<file path="src/rtl/apblink_arb_pkg.sv">
// Shared types and widths for the APBLink requester arbiter.
package apblink_arb_pkg;

  typedef enum logic [1:0] {
    IDLE   = 2'd0,
    SETUP  = 2'd1,
    ACCESS = 2'd2,
    DONE   = 2'd3
  } state_t;

  localparam int ADDR_W = 26;
  localparam int DATA_W = 32;
  localparam int STRB_W = 4;

  localparam int TIMEOUT_DEFAULT = 1024;

endpackage

</file>
<file path="src/rtl/apblink_rr_pick.sv">
// Round-robin picker: first set request bit searching upward from ptr+1, modulo NREQ.
module apblink_rr_pick #(
  parameter int NREQ = 2,
  parameter int IDW  = 1
) (
  input  logic [NREQ-1:0] req,
  input  logic [IDW-1:0]  ptr,
  output logic [IDW-1:0]  winner,
  output logic            valid
);

  logic [IDW-1:0] idx;

  // Walk from the farthest candidate to the nearest so the nearest set bit is written last.
  always_comb begin
    winner = '0;
    valid  = 1'b0;
    idx    = '0;
    for (int k = NREQ; k >= 1; k--) begin
      idx = IDW'((int'(ptr) + k) % NREQ);
      if (req[idx]) begin
        winner = idx;
        valid  = 1'b1;
      end
    end
  end

endmodule

</file>
<file path="src/rtl/apblink_req_arbiter.sv">
// Round-robin arbiter sharing one APBLink master between NREQ APB requesters,
// with optional per-requester lock and a sticky ACCESS-phase timeout flag.
module apblink_req_arbiter
  import apblink_arb_pkg::*;
#(
  parameter int NREQ           = 2,
  parameter int TIMEOUT_CYCLES = TIMEOUT_DEFAULT,
  parameter int IDW            = (NREQ > 1) ? $clog2(NREQ) : 1
) (
  input  logic                   pclk,
  input  logic                   preset,
  input  logic [NREQ-1:0]        s_psel,
  input  logic [NREQ-1:0]        s_penable,
  input  logic [NREQ-1:0]        s_pwrite,
  input  logic [STRB_W*NREQ-1:0] s_pstrb,
  input  logic [ADDR_W*NREQ-1:0] s_paddr,
  input  logic [DATA_W*NREQ-1:0] s_pwdata,
  input  logic [NREQ-1:0]        s_lock,
  output logic [DATA_W-1:0]      s_prdata,
  output logic [NREQ-1:0]        s_pready,
  output logic [NREQ-1:0]        s_pslverr,
  output logic                   m_psel,
  output logic                   m_penable,
  output logic                   m_pwrite,
  output logic [STRB_W-1:0]      m_pstrb,
  output logic [ADDR_W-1:0]      m_paddr,
  output logic [DATA_W-1:0]      m_pwdata,
  input  logic [DATA_W-1:0]      m_prdata,
  input  logic                   m_pready,
  input  logic                   m_pslverr,
  output logic [IDW-1:0]         grant_id,
  output logic                   busy,
  output logic                   to_flag,
  output logic [IDW-1:0]         to_id,
  input  logic                   to_clr,
  output state_t                 dbg_state
);

  localparam int CNT_W = $clog2(TIMEOUT_CYCLES + 1);
  localparam logic [CNT_W-1:0] CNT_MAX = CNT_W'(TIMEOUT_CYCLES);
  localparam logic [CNT_W-1:0] CNT_HIT = CNT_W'(TIMEOUT_CYCLES - 1);

  // Handshake: a requester holds s_psel and its fields until its one-cycle s_pready
  // pulse; the master side sees a plain SETUP/ACCESS pair completed by m_pready.

  state_t           state;
  logic [IDW-1:0]   rr_ptr;
  logic             lock_vld;
  logic [IDW-1:0]   lock_id;
  logic [CNT_W-1:0] to_cnt;
  logic [NREQ-1:0]  eligible;
  logic [IDW-1:0]   pick_id;
  logic             pick_vld;
  logic             unused_penable;

  // The block generates its own APB phases; requester penable carries no information.
  assign unused_penable = ^s_penable;

  assign eligible  = lock_vld ? (s_psel & (NREQ'(1) << lock_id)) : s_psel;
  assign busy      = (state == SETUP) || (state == ACCESS);
  assign dbg_state = state;

  apblink_rr_pick #(
    .NREQ (NREQ),
    .IDW  (IDW)
  ) u_pick (
    .req    (eligible),
    .ptr    (rr_ptr),
    .winner (pick_id),
    .valid  (pick_vld)
  );

  always_ff @(posedge pclk) begin
    if (preset) begin
      state     <= IDLE;
      rr_ptr    <= IDW'(NREQ - 1);
      lock_vld  <= 1'b0;
      lock_id   <= '0;
      m_psel    <= 1'b0;
      m_penable <= 1'b0;
      m_pwrite  <= 1'b0;
      m_pstrb   <= '0;
      m_paddr   <= '0;
      m_pwdata  <= '0;
      s_pready  <= '0;
      s_pslverr <= '0;
      s_prdata  <= '0;
      grant_id  <= '0;
      to_flag   <= 1'b0;
      to_id     <= '0;
      to_cnt    <= '0;
    end else begin
      s_pready  <= '0;
      s_pslverr <= '0;
      if (to_clr) to_flag <= 1'b0;

      case (state)
        IDLE: begin
          if (pick_vld) begin
            m_psel    <= 1'b1;
            m_penable <= 1'b0;
            m_pwrite  <= s_pwrite[pick_id];
            m_pstrb   <= s_pstrb[pick_id*STRB_W +: STRB_W];
            m_paddr   <= s_paddr[pick_id*ADDR_W +: ADDR_W];
            m_pwdata  <= s_pwdata[pick_id*DATA_W +: DATA_W];
            grant_id  <= pick_id;
            to_cnt    <= '0;
            state     <= SETUP;
          end
        end
        SETUP: begin
          m_penable <= 1'b1;
          state     <= ACCESS;
        end
        ACCESS: begin
          if (to_cnt != CNT_MAX) to_cnt <= to_cnt + 1'b1;
          // Set is placed after the clear above so a coincident set wins.
          if (to_cnt == CNT_HIT) begin
            to_flag <= 1'b1;
            to_id   <= grant_id;
          end
          if (m_pready) begin
            s_prdata            <= m_prdata;
            s_pready[grant_id]  <= 1'b1;
            s_pslverr[grant_id] <= m_pslverr;
            m_psel              <= 1'b0;
            m_penable           <= 1'b0;
            rr_ptr              <= grant_id;
            state               <= DONE;
          end
        end
        DONE: begin
          lock_vld <= s_lock[grant_id];
          lock_id  <= grant_id;
          state    <= IDLE;
        end
        default: state <= IDLE;
      endcase
    end
  end

endmodule
</file>
<file path="config.mk">
export PLATFORM = sky130hd
export DESIGN_NAME = apblink_req_arbiter
export DESIGN_NICKNAME = d
export VERILOG_FILES = /design/src/rtl/apblink_arb_pkg.sv /design/src/rtl/apblink_rr_pick.sv /design/src/rtl/apblink_req_arbiter.sv
export SDC_FILE = /design/constraint.sdc
export NUM_CORES = 1
export LEC_CHECK = 0
export BUFFER_PORTS_ARGS = -buffer_cell sky130_fd_sc_hd__buf_2
export CAP_MARGIN = 20
export CORE_AREA = 2 2 109 111
export CTS_BUF_LIST = sky130_fd_sc_hd__clkbuf_8 sky130_fd_sc_hd__clkbuf_16
export DETAILED_ROUTE_END_ITERATION = 8
export DIE_AREA = 0 0 111 113
export GPL_ROUTABILITY_DRIVEN = 0
export PLACE_DENSITY = 0.79
export SYNTH_ARGS = -nofsm -noshare
export SYNTH_HDL_FRONTEND = slang
export SYNTH_SLANG_ARGS = --single-unit
export TNS_END_PERCENT = 20
</file>
<file path="constraint.sdc">
create_clock -name pclk -period 3.1 [get_ports pclk]
set_input_delay 0.155 -clock pclk [delete_from_list [all_inputs] [get_ports pclk]]
set_output_delay 0.155 -clock pclk [all_outputs]
set_load 0.1 [all_outputs]
</file>
==> impl_metrics.tcl, run 1 <==
set metrics [dict create \
    ios 276 \
    crit_type "register to register" \
    power_mw 9.19 \
    clock_latency_ps 410 \
    drv_slew 0 \
    start_kind "register" \
    fin_nets 963 \
    antenna_found_initial 0 \
    core_um2 11300 \
    vias 4905 \
    overflow 0 \
    r2r_end "to_cnt[8]" \
    synthMuxAreaShare 0.141 \
    grt_util_all_layers 0.228 \
    drc 0 \
    finalSetupViolations 0 \
    period_share 0.713 \
    end_kind "register" \
    status "finished, final reports clean" \
    ctsHtreeMaxLevel 4 \
    syn_area_per_cell_um2 10.1 \
    nFillCells 879 \
    dieArea_um2 12500 \
    netlist_area_um2 4990 \
    hold_depth 2 \
    ys.flop_type "dfxtp_1" \
    ys_seq_elements 120 \
    cts_buffers 17 \
    die-height_um 113 \
    whs_ps 46.3 \
    rsz0062_at_grt "false" \
    cp.required_ps 3430 \
    io_buffers 273 \
    worst_slew_pin_slew_ps 704 \
    ys_warn_count 0 \
    drv_cap 0 \
    synthArstFlopShare 0 \
    hp-start "m_pready" \
    multi_input_area_um2 2360 \
    synth_cell_types 39 \
    place_hpwl_um 10400 \
    p_leak_nw 3.73 \
    fin_ws_ps 890 \
    grtUsageMet1 0.236 \
    synth-edff-count 0 \
    viasPerCell 5.20 \
    drt-wirelength-per-cell_um 15.6 \
    slew_headroom 0.529 \
    max-vdd-ir-drop_uv 1140 \
    syn_nets 670 \
    use_met2 0.424 \
    cts_resized 0 \
    drive_gt1_frac 0.410 \
    period_minus_slack_ps 2210 \
    cts.sink_count 120 \
    path_clk_slew_ps 50 \
    grt_use_met3 0.0739 \
    drt_first_pass_iters 4 \
    synth_xor_area_frac 0 \
    syn2layout_area_growth_pct 48.5 \
    cp_max_fo 21 \
    wirelength_um 14700 \
    grt_pass1_wl_um 22900 \
    fin_tns_setup_ps 0 \
    synth_top_family_by_area "compound AO/OA/AOI/OAI gates" \
    drt_iter0_markers 276 \
    powerDensity_nw_per_um2 1240 \
    initial_utilization 0.443 \
    grt_max_degree 99 \
    hold_end "m_psel" \
    die_w_um 111 \
    post_cts_buffers 0 \
    synth_seq_area_share 0.481 \
    diodes 0 \
    rows 39 \
    ant_nets 0 \
    synth-simple-area-share 0.108 \
    max-clock-path-buffers 2 \
    synth_compound_area_frac 0.201 \
    grt_pass1_vias 4882 \
    ff_latch_area_um2 2400 \
    grt-busiest-layer "met2" \
    synthAdderAreaFrac 0.0176 \
    reg2reg_depth 6 \
    rr_startpoint "dbg_state[0]" \
    ff2ff_setup_slack_ps 890 \
    cts_root_buffer "clkbuf_16" \
    crit_start "dbg_state[0]" \
    cts_tree "done" \
    hold_viol_final 0 \
    synthCells 494 \
    crit_arrival_ps 2540 \
    dpl_worst_slack_ps 902 \
    fmax_mhz 452 \
    clock_skew_ps 8.90 \
    hold_path.class "primary input to register" \
]
placed cells by master (no fill, tap or decap), types with 2 or more instances in the layout:
| cell type | count |
|---|---|
| nand2_1 | 6 |
| o21ai_0 | 5 |
| nand2b_1 | 2 |
| a211oi_1 | 65 |
| buf_4 | 6 |
| clkbuf_16 | 17 |
| inv_1 | 10 |
| nor4b_1 | 3 |
| a22o_1 | 32 |
| or2_2 | 5 |
| or3b_2 | 2 |
| or3_1 | 4 |
| o31ai_1 | 6 |
| buf_2 | 273 |
| or4_1 | 6 |
| clkinv_2 | 5 |
| ha_1 | 7 |
| nand3_1 | 5 |
| and3_1 | 2 |
| clkinvlp_4 | 3 |
| bufinv_16 | 6 |
| dlygate4sd3_1 | 33 |
| mux2i_1 | 69 |
| a21oi_1 | 14 |
| nor2_1 | 73 |
| dfxtp_1 | 120 |
registers in the layout, indices dropped and copies added, names as in the netlist, 2 cells and up:
signal	flops
s_prdata	32
m_paddr	26
m_pwdata	32
to_cnt	11
dbg_state	2
m_pstrb	4
s_pslverr	2
s_pready	2
kinds of logic after synthesis:
group / count (synthesis)
buffers and inverters: 49
AOI/OAI and AO/OA: 133
muxes: 70
adders and majority gates: 7
and+or+nand+nor: 115
DFF: 120
how the worst max path moves through the flow:
stage                endpoint  slack, ps  cells past startpoint
finish              to_cnt[8]        890                      6
global route        to_cnt[8]        780                      6
CTS                 to_cnt[8]        890                      6
detailed placement  to_cnt[5]        900                      6
global placement    to_cnt[5]       1050                      6
floorplan           m_penable        350                      5
power breakdown:
part,internal (mW),total (mW),switching [mW]
Sequential,1.96,2.19,0.230
Clock,1.52,2.20,0.684
Combinational,0.857,4.80,3.95
Total,4.33,9.19,4.86
worst max-delay path, cell delays in order (launching register included):
cell and delay (ps):
dfxtp_1 350, inv_1 120, ha_1 410, or2_2 190, o211ai_2 290, or4_1 590
a21oi_1 170
final cells by class:
type,count,share of cell area
well taps,143,0.0242
clock buffers,18,0.0593
flip-flops and latches,120,0.324
inverters,10,0.00507
clock inverters,14,0.0307
multi-input cells,325,0.319
repair buffers,313,0.238
cell usage after synthesis, types with 3 or more instances:
library cell	count	area (µm²)
a21oi_1	16	80.1
nor2_1	74	278
or4_1	6	45.0
buf_6	7	78.8
clkbuf_1	19	71.3
o21ai_0	6	30.0
a22o_1	32	280
a211oi_1	65	488
or2_2	5	31.3
o31ai_1	6	45.0
ha_1	7	87.6
nand3_1	5	25.0
nand2_1	6	22.5
mux2i_1	69	691
buf_2	9	45.0
dfxtp_1	120	2400
inv_1	10	37.5
or3_1	4	25.0
nor4b_1	3	26.3
what timing repair did:
item	4_1_cts	5_1_grt
hold buffers	33	0
setup endpoints to repair	0	0
hold endpoints to repair	33	0
layer usage:
layer | share of wire | up-vias
met2 | 0.52 | 198
met5 | 0 | -
met1 | 0.38 | 2261
met4 | 0.026 | 0
met3 | 0.074 | 32
li1 | - | 2414
stage by stage:
stage | cells | instance area, µm² | utilization
floorplan | 494 | 4990 | -
global placement | 878 | 6410 | 0.569
detailed placement | 878 | 6410 | 0.569
CTS | 943 | 7410 | 0.657
global route | 943 | 7410 | 0.657
finish | 943 | 7410 | 0.657
Note: power is estimated with default switching activity, not from simulation.
==> run 2: changes to the inputs <==
CORE_AREA = unset   (was 2 2 109 111)
CORE_MARGIN = 2   (was unset)
CORE_UTILIZATION = 40   (was unset)
DIE_AREA = unset   (was 0 0 111 113)
PLACE_DENSITY = 0.76   (was 0.79)
clock period = 1.8 ns   (was 3.1 ns; I/O delays follow)
==> impl_metrics.tcl, run 2 (synthesis gave the netlist of run 1 again) <==
set metrics [dict create \
    drt_first_pass_iters 4 \
    dieArea_um2 13400 \
    fin_nets 988 \
    viasPerCell 5.06 \
    cts_tree "done" \
    drv_cap 0 \
    critPathBufInv 2 \
    rsz0062_at_grt "true" \
    placed_area_um2 6660 \
    cp_num_cells 7 \
    period_share 0.990 \
    finalSetupViolations 0 \
    hold_path.class "primary input to register" \
    crit_type "register to register" \
    grt_pass1_wl_um 23400 \
    crit_start "dbg_state[0]" \
    die-height_um 116 \
    critical-path-top-delay-family "simple AND/OR/NAND/NOR gates" \
    fin_tns_setup_ps 0 \
    ctsHtreeMaxLevel 4 \
    status "finished, final reports clean" \
    cts.sink_count 120 \
    overflow 0 \
    layout_commonest_cell "buf_2" \
    io_buffers 273 \
    fmax_mhz 561 \
    ff_latch_area_um2 2410 \
    p_leak_nw 3.88 \
    drt_iter0_markers 167 \
    antenna_found_initial 0 \
    ff2ff_setup_slack_ps 20 \
    cts_root_buffer "clkbuf_16" \
    final_cell_mix "buf_2, dfxtp_1, nor2_1" \
    ant_nets 0 \
    clock_skew_ps 7.07 \
    crit_chain "inv_4 > ha_4 > or3b_4 > o211ai_4 > buf_12 > or4_4 > a21oi_2" \
    drv_slew 0 \
    rows 40 \
    wirelength_um 15400 \
    grt_pass1_vias 4966 \
    critPathCapture "to_cnt[8]" \
    core_um2 12100 \
    hold_viol_final 0 \
    drive_gt1_frac 0.430 \
    cts_buffers 17 \
    clock_latency_ps 410 \
    finalNonFillerCells 995 \
    powerDensity_nw_per_um2 2080 \
    max-vdd-ir-drop_uv 1490 \
    start_kind "register" \
    path_clk_slew_ps 50 \
    nFillCells 984 \
    fin_ws_ps 17.9 \
    dpl_worst_slack_ps -27.2 \
    post-place-cells 915 \
    crit_slowest_cell "or4_4" \
    place_hpwl_um 10600 \
    vias 5031 \
    cp.required_ps 2140 \
    drc 0 \
    end_kind "register" \
    slew_headroom 0.660 \
    r2r_end "to_cnt[8]" \
    reg2reg_depth 7 \
    cp_max_fo 11 \
    drt-wirelength-per-cell_um 15.4 \
    critPathMaxStageDelay_ps 480 \
    period_minus_slack_ps 1780 \
    die_w_um 116 \
    grt_max_degree 47 \
    grt_util_all_layers 0.222 \
    rr_startpoint "dbg_state[0]" \
    worst_slew_pin_slew_ps 514 \
    finalInstanceArea_um2 7820 \
    top_regs "m_pwdata: 32 flops, s_prdata: 32 flops, m_paddr: 26 flops" \
    syn2layout_area_growth_pct 56.7 \
    crit_arrival_ps 2120 \
    ios 276 \
    initial_utilization 0.412 \
    multi_input_area_um2 2420 \
    max-clock-path-buffers 2 \
]
## run 2: what timing repair did
action                                 CTS  global route
gates resized for setup                  1             6
pin swaps                                0             4
endpoints found under the hold margin   42             0
setup endpoints to repair               11            38
gates cloned                             1             1
hold buffers                            41             0
setup buffers                            1             2
## run 2: power by group
part           leakage (nW)  internal (mW)  switching, mW
Clock                 0.292           2.26           1.24
Combinational          2.60           1.96           7.00
Sequential            0.986           3.38          0.396
## run 2: worst min-delay path by stage
stage | startpoint | endpoint | slack (ps) | depth (start not counted)
floorplan | m_pready | m_psel | 210 | 1
global placement | m_prdata[10] | s_prdata[10] | 300 | 2
detailed placement | m_prdata[0] | s_prdata[0] | 300 | 2
CTS | s_paddr[47] | m_paddr[21] | 0.3 | 3
global route | s_pwdata[54] | m_pwdata[22] | 20 | 3
finish | s_paddr[41] | m_paddr[15] | 10 | 3
## run 2: per-stage QoR
step | hold slack, ps | utilization | total power [mW]
after floorplan | 206 | - | 10.9
after global placement | 302 | 0.550 | 12.2
after detailed placement | 302 | 0.550 | 12.4
after CTS | 0.270 | 0.640 | 16.2
after global routing | 22.7 | 0.645 | 16.9
final | 12.6 | 0.646 | 16.2
## run 2: worst min-delay path: stages
cell      delay, ps
buf_2            90
mux2i_1         110
a211oi_1         80
## run 2: cell type report
| type | count | share of cell area |
|---|---|---|
| repair buffers | 338 | 0.270 |
| clock inverters | 14 | 0.0219 |
| flip-flops and latches | 120 | 0.308 |
| well taps | 168 | 0.0269 |
| multi-input cells | 325 | 0.309 |
| clock buffers | 18 | 0.0576 |
| diodes | 2 | 0.000640 |
| inverters | 10 | 0.00544 |
## run 2: per-layer routing
metal,global-route usage,wire length [µm],up-vias
li1,-,-,2468
met1,0.232,5900,2333
met2,0.404,8070,198
met3,0.0722,1050,32
met4,0.0984,342,0
met5,0,0,-
